<file path="src/rtl/axi_write_slave_burst_if.sv">
`default_nettype none
// ============================================================================
//  Module      : axi_write_slave_burst_if
//  Description : AXI3 write-channel bundle (AW, W, B) for the burst write
//                slave. The master modport drives address, data and BREADY;
//                the slave modport drives the ready and response signals.
//  Ports       : AW* address channel, W* data channel, B* response channel
//  Revision    : 1.0  initial release
// ============================================================================
interface axi_write_slave_burst_if #(
    parameter int DATA_WIDTH = 32,
    parameter int ADDR_WIDTH = 32,
    parameter int ID_WIDTH   = 4
);
    // Address channel
    logic [ID_WIDTH-1:0]     AWID;
    logic [ADDR_WIDTH-1:0]   AWADDR;
    logic [3:0]              AWLEN;
    logic [2:0]              AWSIZE;
    logic [1:0]              AWBURST;
    logic [1:0]              AWLOCK;
    logic [3:0]              AWCACHE;
    logic [2:0]              AWPROT;
    logic                    AWVALID;
    logic                    AWREADY;
    // Data channel
    logic [ID_WIDTH-1:0]     WID;
    logic [DATA_WIDTH-1:0]   WDATA;
    logic [DATA_WIDTH/8-1:0] WSTRB;
    logic                    WLAST;
    logic                    WVALID;
    logic                    WREADY;
    // Response channel
    logic [ID_WIDTH-1:0]     BID;
    logic [1:0]              BRESP;
    logic                    BVALID;
    logic                    BREADY;

    modport master (
        output AWID, AWADDR, AWLEN, AWSIZE, AWBURST, AWLOCK, AWCACHE, AWPROT, AWVALID,
        input  AWREADY,
        output WID, WDATA, WSTRB, WLAST, WVALID,
        input  WREADY,
        input  BID, BRESP, BVALID,
        output BREADY
    );

    modport slave (
        input  AWID, AWADDR, AWLEN, AWSIZE, AWBURST, AWLOCK, AWCACHE, AWPROT, AWVALID,
        output AWREADY,
        input  WID, WDATA, WSTRB, WLAST, WVALID,
        output WREADY,
        output BID, BRESP, BVALID,
        input  BREADY
    );
endinterface
`default_nettype wire

</file>
<file path="src/rtl/axi_write_slave_burst.sv">
`default_nettype none
// ============================================================================
//  Module      : axi_write_slave_burst
//  Description : AXI3 write slave. Takes one AW transaction at a time,
//                generates per-beat addresses for FIXED/INCR/WRAP bursts,
//                forwards strobed beats to a memory write port (zero latency,
//                backpressured by mem_ready) and returns a B response.
//                Illegal bursts are fully consumed but never written and end
//                with SLVERR.
//  Ports       : ACLK, ARESET (sync, active high)
//                axi        - AW/W/B channels (slave modport)
//                mem_ready  - memory accepts a beat this cycle
//                mem_wr_en / mem_addr / mem_wdata / mem_wstrb - memory write
//  Options     : define AXI_WSLV_PROTCHK_EN to flag WLAST/WID protocol
//                violations as a sticky SLVERR that stops further writes.
//  Revision    : 1.0  initial release
// ============================================================================
module axi_write_slave_burst #(
    parameter int DATA_WIDTH = 32,
    parameter int ADDR_WIDTH = 32,
    parameter int ID_WIDTH   = 4,
    parameter int MEM_BYTES  = 4096
) (
    input  wire logic                    ACLK,
    input  wire logic                    ARESET,
    axi_write_slave_burst_if.slave       axi,
    input  wire logic                    mem_ready,
    output logic                         mem_wr_en,
    output logic [ADDR_WIDTH-1:0]        mem_addr,
    output logic [DATA_WIDTH-1:0]        mem_wdata,
    output logic [DATA_WIDTH/8-1:0]      mem_wstrb
);

    localparam int c_max_size = $clog2(DATA_WIDTH/8);
    // Wide enough that addr + 16 beats * 128 bytes cannot overflow.
    localparam int c_ext_w    = ADDR_WIDTH + 13;
    localparam logic [c_ext_w-1:0] c_mem_bytes = c_ext_w'(MEM_BYTES);

    typedef enum logic [1:0] {
        S_IDLE = 2'd0,
        S_DATA = 2'd1,
        S_RESP = 2'd2
    } state_t;

    state_t                r_state;
    logic                  r_awready;
    logic                  r_bvalid;
    logic [1:0]            r_bresp;
    logic [ID_WIDTH-1:0]   r_bid;
    logic [ID_WIDTH-1:0]   r_id;
    logic [ADDR_WIDTH-1:0] r_addr;
    logic [3:0]            r_len;
    logic [2:0]            r_size;
    logic [1:0]            r_burst;
    logic [3:0]            r_beat_cnt;
    logic                  r_err;

    // ------------------------------------------------------------------
    // AW-time legality checks, evaluated on the raw channel fields
    // ------------------------------------------------------------------
    logic [c_ext_w-1:0] w_aw_addr_ext;
    logic [c_ext_w-1:0] w_aw_bytes_ext;
    logic [c_ext_w-1:0] w_aw_span;
    logic [c_ext_w-1:0] w_aw_end;
    logic               w_aw_wrap_len_ok;
    logic               w_aw_err;
    logic               w_aw_hs;

    assign w_aw_addr_ext    = c_ext_w'(axi.AWADDR);
    assign w_aw_bytes_ext   = c_ext_w'(1) << axi.AWSIZE;
    assign w_aw_span        = c_ext_w'({1'b0, axi.AWLEN} + 5'd1) << axi.AWSIZE;
    assign w_aw_end         = w_aw_addr_ext + w_aw_span - c_ext_w'(1);
    assign w_aw_wrap_len_ok = (axi.AWLEN == 4'd1) || (axi.AWLEN == 4'd3) ||
                              (axi.AWLEN == 4'd7) || (axi.AWLEN == 4'd15);

    assign w_aw_err = (axi.AWSIZE > 3'(c_max_size))                                   ||
                      (axi.AWBURST == 2'b11)                                          ||
                      ((axi.AWBURST == 2'b10) && !w_aw_wrap_len_ok)                   ||
                      ((axi.AWBURST == 2'b10) &&
                       ((w_aw_addr_ext & (w_aw_bytes_ext - c_ext_w'(1))) != '0))      ||
                      (w_aw_addr_ext >= c_mem_bytes)                                  ||
                      ((axi.AWBURST == 2'b01) && (w_aw_end >= c_mem_bytes));

    // AWREADY is only ever high in IDLE, so it alone qualifies the handshake.
    assign w_aw_hs = axi.AWVALID && r_awready;

    // ------------------------------------------------------------------
    // Next beat address
    // ------------------------------------------------------------------
    logic [ADDR_WIDTH-1:0] w_bytes;
    logic [ADDR_WIDTH-1:0] w_wrap_mask;
    logic [ADDR_WIDTH-1:0] w_incr_addr;
    logic [ADDR_WIDTH-1:0] w_next_addr;

    assign w_bytes     = ADDR_WIDTH'(1) << r_size;
    assign w_wrap_mask = (ADDR_WIDTH'({1'b0, r_len} + 5'd1) << r_size) - ADDR_WIDTH'(1);
    assign w_incr_addr = r_addr + w_bytes;

    always_comb begin
        w_next_addr = r_addr;
        case (r_burst)
            2'b01:   w_next_addr = w_incr_addr;
            2'b10:   w_next_addr = (r_addr & ~w_wrap_mask) | (w_incr_addr & w_wrap_mask);
            default: w_next_addr = r_addr;   // FIXED, and reserved (never written)
        endcase
    end

    // ------------------------------------------------------------------
    // Data beat acceptance and write strobe
    // ------------------------------------------------------------------
    logic w_wready;
    logic w_beat;
    logic w_last_beat;
    logic w_proto_bad;

    assign w_wready    = (r_state == S_DATA) && mem_ready;
    assign w_beat      = w_wready && axi.WVALID;
    assign w_last_beat = (r_beat_cnt == r_len);

`ifdef AXI_WSLV_PROTCHK_EN
    assign w_proto_bad = w_beat && ((axi.WLAST != w_last_beat) || (axi.WID != r_id));
`else
    assign w_proto_bad = 1'b0;
`endif

    // The offending beat itself is suppressed, not just the ones after it.
    assign mem_wr_en = w_beat && !r_err && !w_proto_bad;
    assign mem_addr  = r_addr;
    assign mem_wdata = axi.WDATA;
    assign mem_wstrb = axi.WSTRB;

    assign axi.AWREADY = r_awready;
    assign axi.WREADY  = w_wready;
    assign axi.BVALID  = r_bvalid;
    assign axi.BRESP   = r_bresp;
    assign axi.BID     = r_bid;

    // Sideband fields that carry no meaning for this slave.
    logic w_unused_ok;
    assign w_unused_ok = &{1'b0, axi.AWLOCK, axi.AWCACHE, axi.AWPROT, axi.WLAST, axi.WID};

    // ------------------------------------------------------------------
    // Control FSM with registered channel outputs
    // ------------------------------------------------------------------
    always_ff @(posedge ACLK) begin
        if (ARESET) begin
            r_state    <= S_IDLE;
            r_awready  <= 1'b0;
            r_bvalid   <= 1'b0;
            r_bresp    <= 2'b00;
            r_bid      <= '0;
            r_id       <= '0;
            r_addr     <= '0;
            r_len      <= '0;
            r_size     <= '0;
            r_burst    <= '0;
            r_beat_cnt <= '0;
            r_err      <= 1'b0;
        end else begin
            case (r_state)
                S_IDLE: begin
                    r_awready <= 1'b1;
                    if (w_aw_hs) begin
                        r_id       <= axi.AWID;
                        r_addr     <= axi.AWADDR;
                        r_len      <= axi.AWLEN;
                        r_size     <= axi.AWSIZE;
                        r_burst    <= axi.AWBURST;
                        r_beat_cnt <= '0;
                        r_err      <= w_aw_err;
                        r_awready  <= 1'b0;
                        r_state    <= S_DATA;
                    end
                end
                S_DATA: begin
                    if (w_beat) begin
                        if (w_proto_bad) begin
                            r_err <= 1'b1;
                        end
                        // The AWLEN count, not WLAST, ends the burst.
                        if (w_last_beat) begin
                            r_bvalid <= 1'b1;
                            r_bid    <= r_id;
                            r_bresp  <= (r_err || w_proto_bad) ? 2'b10 : 2'b00;
                            r_state  <= S_RESP;
                        end else begin
                            r_beat_cnt <= r_beat_cnt + 4'd1;
                            r_addr     <= w_next_addr;
                        end
                    end
                end
                S_RESP: begin
                    if (axi.BREADY) begin
                        r_bvalid  <= 1'b0;
                        r_awready <= 1'b1;
                        r_state   <= S_IDLE;
                    end
                end
                default: begin
                    r_state <= S_IDLE;
                end
            endcase
        end
    end

endmodule
`default_nettype wire

</file>
<file path="src/flat_wrapper.sv">
// flat-port wrapper written by rule: the top's interface ports become plain ports
module axi_write_slave_burst_flat 
#(
    parameter int DATA_WIDTH = 32,
    parameter int ADDR_WIDTH = 32,
    parameter int ID_WIDTH   = 4,
    parameter int MEM_BYTES  = 4096
)
  (ACLK, ARESET, mem_ready, mem_wr_en, mem_addr, mem_wdata, mem_wstrb, axi_AWID, axi_AWADDR, axi_AWLEN, axi_AWSIZE, axi_AWBURST, axi_AWLOCK, axi_AWCACHE, axi_AWPROT, axi_AWVALID, axi_AWREADY, axi_WID, axi_WDATA, axi_WSTRB, axi_WLAST, axi_WVALID, axi_WREADY, axi_BID, axi_BRESP, axi_BVALID, axi_BREADY);
  axi_write_slave_burst_if #(.DATA_WIDTH(DATA_WIDTH), .ADDR_WIDTH(ADDR_WIDTH), .ID_WIDTH(ID_WIDTH)) axi_i ();
  input  wire logic ACLK;
  input  wire logic ARESET;
  input  wire logic mem_ready;
  output logic mem_wr_en;
  output logic [ADDR_WIDTH-1:0] mem_addr;
  output logic [DATA_WIDTH-1:0] mem_wdata;
  output logic [DATA_WIDTH/8-1:0] mem_wstrb;
  input wire logic [$bits(axi_i.AWID)-1:0] axi_AWID;
  input wire logic [$bits(axi_i.AWADDR)-1:0] axi_AWADDR;
  input wire logic [$bits(axi_i.AWLEN)-1:0] axi_AWLEN;
  input wire logic [$bits(axi_i.AWSIZE)-1:0] axi_AWSIZE;
  input wire logic [$bits(axi_i.AWBURST)-1:0] axi_AWBURST;
  input wire logic [$bits(axi_i.AWLOCK)-1:0] axi_AWLOCK;
  input wire logic [$bits(axi_i.AWCACHE)-1:0] axi_AWCACHE;
  input wire logic [$bits(axi_i.AWPROT)-1:0] axi_AWPROT;
  input wire logic [$bits(axi_i.AWVALID)-1:0] axi_AWVALID;
  output wire logic [$bits(axi_i.AWREADY)-1:0] axi_AWREADY;
  input wire logic [$bits(axi_i.WID)-1:0] axi_WID;
  input wire logic [$bits(axi_i.WDATA)-1:0] axi_WDATA;
  input wire logic [$bits(axi_i.WSTRB)-1:0] axi_WSTRB;
  input wire logic [$bits(axi_i.WLAST)-1:0] axi_WLAST;
  input wire logic [$bits(axi_i.WVALID)-1:0] axi_WVALID;
  output wire logic [$bits(axi_i.WREADY)-1:0] axi_WREADY;
  output wire logic [$bits(axi_i.BID)-1:0] axi_BID;
  output wire logic [$bits(axi_i.BRESP)-1:0] axi_BRESP;
  output wire logic [$bits(axi_i.BVALID)-1:0] axi_BVALID;
  input wire logic [$bits(axi_i.BREADY)-1:0] axi_BREADY;
  assign axi_i.AWID = axi_AWID;
  assign axi_i.AWADDR = axi_AWADDR;
  assign axi_i.AWLEN = axi_AWLEN;
  assign axi_i.AWSIZE = axi_AWSIZE;
  assign axi_i.AWBURST = axi_AWBURST;
  assign axi_i.AWLOCK = axi_AWLOCK;
  assign axi_i.AWCACHE = axi_AWCACHE;
  assign axi_i.AWPROT = axi_AWPROT;
  assign axi_i.AWVALID = axi_AWVALID;
  assign axi_AWREADY = axi_i.AWREADY;
  assign axi_i.WID = axi_WID;
  assign axi_i.WDATA = axi_WDATA;
  assign axi_i.WSTRB = axi_WSTRB;
  assign axi_i.WLAST = axi_WLAST;
  assign axi_i.WVALID = axi_WVALID;
  assign axi_WREADY = axi_i.WREADY;
  assign axi_BID = axi_i.BID;
  assign axi_BRESP = axi_i.BRESP;
  assign axi_BVALID = axi_i.BVALID;
  assign axi_i.BREADY = axi_BREADY;
  axi_write_slave_burst #(.DATA_WIDTH(DATA_WIDTH), .ADDR_WIDTH(ADDR_WIDTH), .ID_WIDTH(ID_WIDTH), .MEM_BYTES(MEM_BYTES)) u_core (.ACLK(ACLK), .ARESET(ARESET), .axi(axi_i), .mem_ready(mem_ready), .mem_wr_en(mem_wr_en), .mem_addr(mem_addr), .mem_wdata(mem_wdata), .mem_wstrb(mem_wstrb));
endmodule
</file>
<file path="config.mk">
export PLATFORM = sky130hd
export DESIGN_NAME = axi_write_slave_burst_flat
export DESIGN_NICKNAME = d
export VERILOG_FILES = /design/src/rtl/axi_write_slave_burst_if.sv /design/src/rtl/axi_write_slave_burst.sv /design/src/flat_wrapper.sv
export SDC_FILE = /design/constraint.sdc
export NUM_CORES = 1
export LEC_CHECK = 0
export BUFFER_PORTS_ARGS = -buffer_cell sky130_fd_sc_hd__buf_4
export CAP_MARGIN = 20
export CORE_UTILIZATION = 48
export DETAILED_ROUTE_END_ITERATION = 8
export GPL_TIMING_DRIVEN = 0
export PLACE_DENSITY = 0.73
export SYNTH_ARGS = -nofsm -noshare
export SYNTH_HDL_FRONTEND = slang
export SYNTH_SLANG_ARGS = --single-unit
</file>
<file path="constraint.sdc">
create_clock -name ACLK -period 10.85 [get_ports ACLK]
set_input_delay 0.5425 -clock ACLK [delete_from_list [all_inputs] [get_ports ACLK]]
set_output_delay 0.5425 -clock ACLK [all_outputs]
set_load 0.1 [all_outputs]
</file>
==> results.txt <==
* Outcome: completed
- After synthesis, the largest area contributor takes up 15.76% of total cell area.
- Pin count of the biggest net entering global routing: 12
* Die Y-Extent: 126.9 um
- In this run the horizontal extent of the chip is 126.9 um.
* RSZ-0062 raised after global routing: false
- Last weighted congestion value of the routability-driven placer: 0.9972
- Headroom to the max-slew limit came out at 41.05%.
- Final ANT Viol Nets: 0
* Ratio of routed vias to standard cells: 5.960
- Net count reported at finish: 1389
- Counting flops with an async set or reset pin after synthesis yields a share of 0%.
* Input/output buffers: 124
- After floorplanning, the core was sized to cover 15200 sq um.
* Type of the most critical hold path: in -> reg
* Number of DRC markers after the initial detailed-route iteration: 818
- At the worst endpoint, the arrival time is 5.04 ns.
- Counting every instance in the synthesized netlist gives 1080.
- In this run the deepest clock path goes through 2 buffers.
- WL per Instance: 17.94 um
- Syn. warnings: 0
- For this run, the register share of the synthesized area comes to 15.76%.
* Lkg Pwr: 3.979 nW
- Number of H-tree levels: 3
* Instance count after placement with tap cells included: 1392
- The wire-length estimate of the detail-placed layout is 20010 um.
- Core Rows: 45
- For this run, the number of standard cells in the final layout without fillers is 1408.
- Adding up every negative setup slack in the final design gives 0 ns.
- Post-Syn Nets: 1254
* Clock root buffer master: clkbuf_16
* Diode insertion count for antenna repair: 0
* Post-Syn Area: 7493 sq um
* Number of enable flip-flop cells after synthesis: 0
- The final route contains 8391 vias.
* Most frequent cells in the layout: 161 x buf_4, 115 x nand2_1, 101 x a21oi_1
* Total Routed Length: 25260 um
* Synthesized area divided by synthesized cell count: 6.938 sq um
- CTS tree: done
- The library cell used most frequently in the layout, excluding fill and tap cells, is buf_4.
- Cells resized by post-CTS repair: 0
* Layout cells sized above 1: 17.87%
- Between clock sinks in the finished design, the worst skew comes to 0.007864 ns.
* Final hold violations: 0
* Category of the most critical setup path: in -> reg
- VDD sags by at most 0.06496 mV.
* Clock Latency Late Sink: 0.35 ns
- Top fanout value on the critical path: 9
- Count of TritonRoute iterations in the first routing pass: 5
- At the pin with the least slew margin, the transition time is 0.8749 ns.
- Final period demand of the worst path: 4.822 ns
- Max-cap violations: 0
* TritonCTS Buffers: 9
- Ports placed on the boundary: 179
* Gr usage total: 31.10%
- The worst setup path is launched from an input port.
* Area of the die: 16120 sq um
- Number of global-route vias before repair: 7602
- Based on the critical path, the design can be clocked at up to 0.2074 GHz.
- The biggest area contributor in the post-synthesis netlist is dfxtp_1.
- The synthesized design contains 59 register bits.
- Number of antenna violations at the first check in global routing: 0
- DRC viols: 0
- The worst setup path is captured at a register.
- Compared with the post-synthesis result, the final layout area differs by 20.25%.
- The max-slew violation count came to 0.
- Post-cts hold buffer count: 0
* Clock sink total: 59
- Setup violations remaining at the end of the flow were counted as 0.
- Dividing total power by cell area gives a power density of 126.2 nW/um^2.
- Remaining Overflow, GRT: 0
- Leading cell types by total area after synthesis: dfxtp_1 16%, ha_1 12%, a21oi_1 6.7%, nand2_1 5.8%, nor2_1 4.8%
- Global-route wire length before repair: 39740 um
- For this run, the leading register cell type out of synthesis is dfxtp_1.
* # Post-CTS Setup Buffers: 0
- Required arrival time at the worst endpoint: 11.07 ns
* Effective utilization at floorplan: 49.29%
- Of the available clock period, the critical path in the final layout requires 44.45%.
- Clock slew at the register clock pins of the worst setup and hold paths: 0.05 ns
- Count of distinct cell types in the synthesized netlist: 84
## layer usage
layer	vias up	wire, um	global-route usage (%)
met5	-	0	0
met4	0	653	12.11
met3	47	1705	3.838
met2	317	11930	50.68
met1	3931	10980	41.74
li1	4096	-	-
## final timing paths
path                                                    start                     endpoint  slack [ns]  cells after the start
worst max-delay path                             axi_AWLEN[0]    u_core.r_err$_SDFFE_PP0P_        6.03                     20
worst min-delay path                              axi_AWID[1]  u_core.r_id[1]$_SDFFE_PP0P_        0.46                      3
worst max register to register  u_core.r_size[2]$_SDFFE_PP0P_                     register        6.38                     16
worst min register to register    u_core.r_id[0]$_SDFFE_PP0P_  u_core.r_id[0]$_SDFFE_PP0P_        0.46                      2
## kinds of logic after synthesis
kind of cell / Yosys count / share of synthesized area, %
AOI/OAI and AO/OA: 328 / 28.35
xor gates and xnor gates: 41 / 4.892
adders and majority gates: 73 / 12.39
buffers and inverters: 175 / 11.05
DFF: 59 / 15.76
muxes: 17 / 2.287
other: 1 / 0.05004
and+or+nand+nor: 386 / 25.21
## critical path, stage by stage
cell and delay, ns:
buf_4 0.15, ha_1 0.25, xor2_1 0.24, nand2_1 0.07, o21ai_0 0.13, mux2i_1 0.15, or2_2 0.30, ha_1 0.27
inv_1 0.04, ha_1 0.33, nor2b_1 0.16, o211ai_1 0.34, a31oi_1 0.19, o21ba_2 0.27, nor3b_1 0.43, o31ai_1 0.17
a41o_1 0.24, or4_1 0.42, nor4_2 0.22, a31oi_1 0.13
## synthesized netlist by cell type, drive strengths merged, types with 5 or more instances
cell type	number
nor2b	20
a21o	10
o21bai	5
nor3	37
o41ai	7
a21oi	101
inv	90
o21a	7
nand2	115
o21ai	78
nor4	9
and2	8
clkbuf	33
a2111oi	8
xor2	21
o22ai	8
nand2b	21
o211ai	12
nand3	30
dfxtp	59
a211oi	16
o31ai	6
nand4	13
and3	6
buf	51
nor2	97
ha	71
mux2i	16
or2	5
a22oi	9
a31oi	18
xnor2	20
nor3b	6
## power by group
| group | switching (mW) | internal (mW) | leakage, nW |
|---|---|---|---|
| Combinational | 0.375 | 0.168 | 3.33 |
| Sequential | 0.0177 | 0.232 | 0.480 |
| Clock | 0.114 | 0.231 | 0.173 |
## layout make-up
class	instances	area, sq um
plain buffers	84	486.7
clock buffers	10	239.0
clock inverters	6	112.6
fillers	1526	6191
inverters	91	341.6
multi-input cells	846	5484
flip-flops and latches	59	1181
well taps	188	235.2
repair buffers	124	930.9
## per-stage QoR
step	utilization (%)	hold WS, ns	power (mW)	instance area [sq um]	worst slack [ns]
final	59.28	0.4559	1.137	9011	6.028
after global routing	59.28	0.4629	1.188	9011	5.716
after CTS	59.28	0.4595	1.127	9011	6.066
after detailed placement	56.96	0.4531	0.7862	8660	5.744
after global placement	56.96	0.4474	0.7826	8660	5.691
after floorplan	-	0.4360	0.6551	7493	6.490
Power figures use the tool's default switching activity.
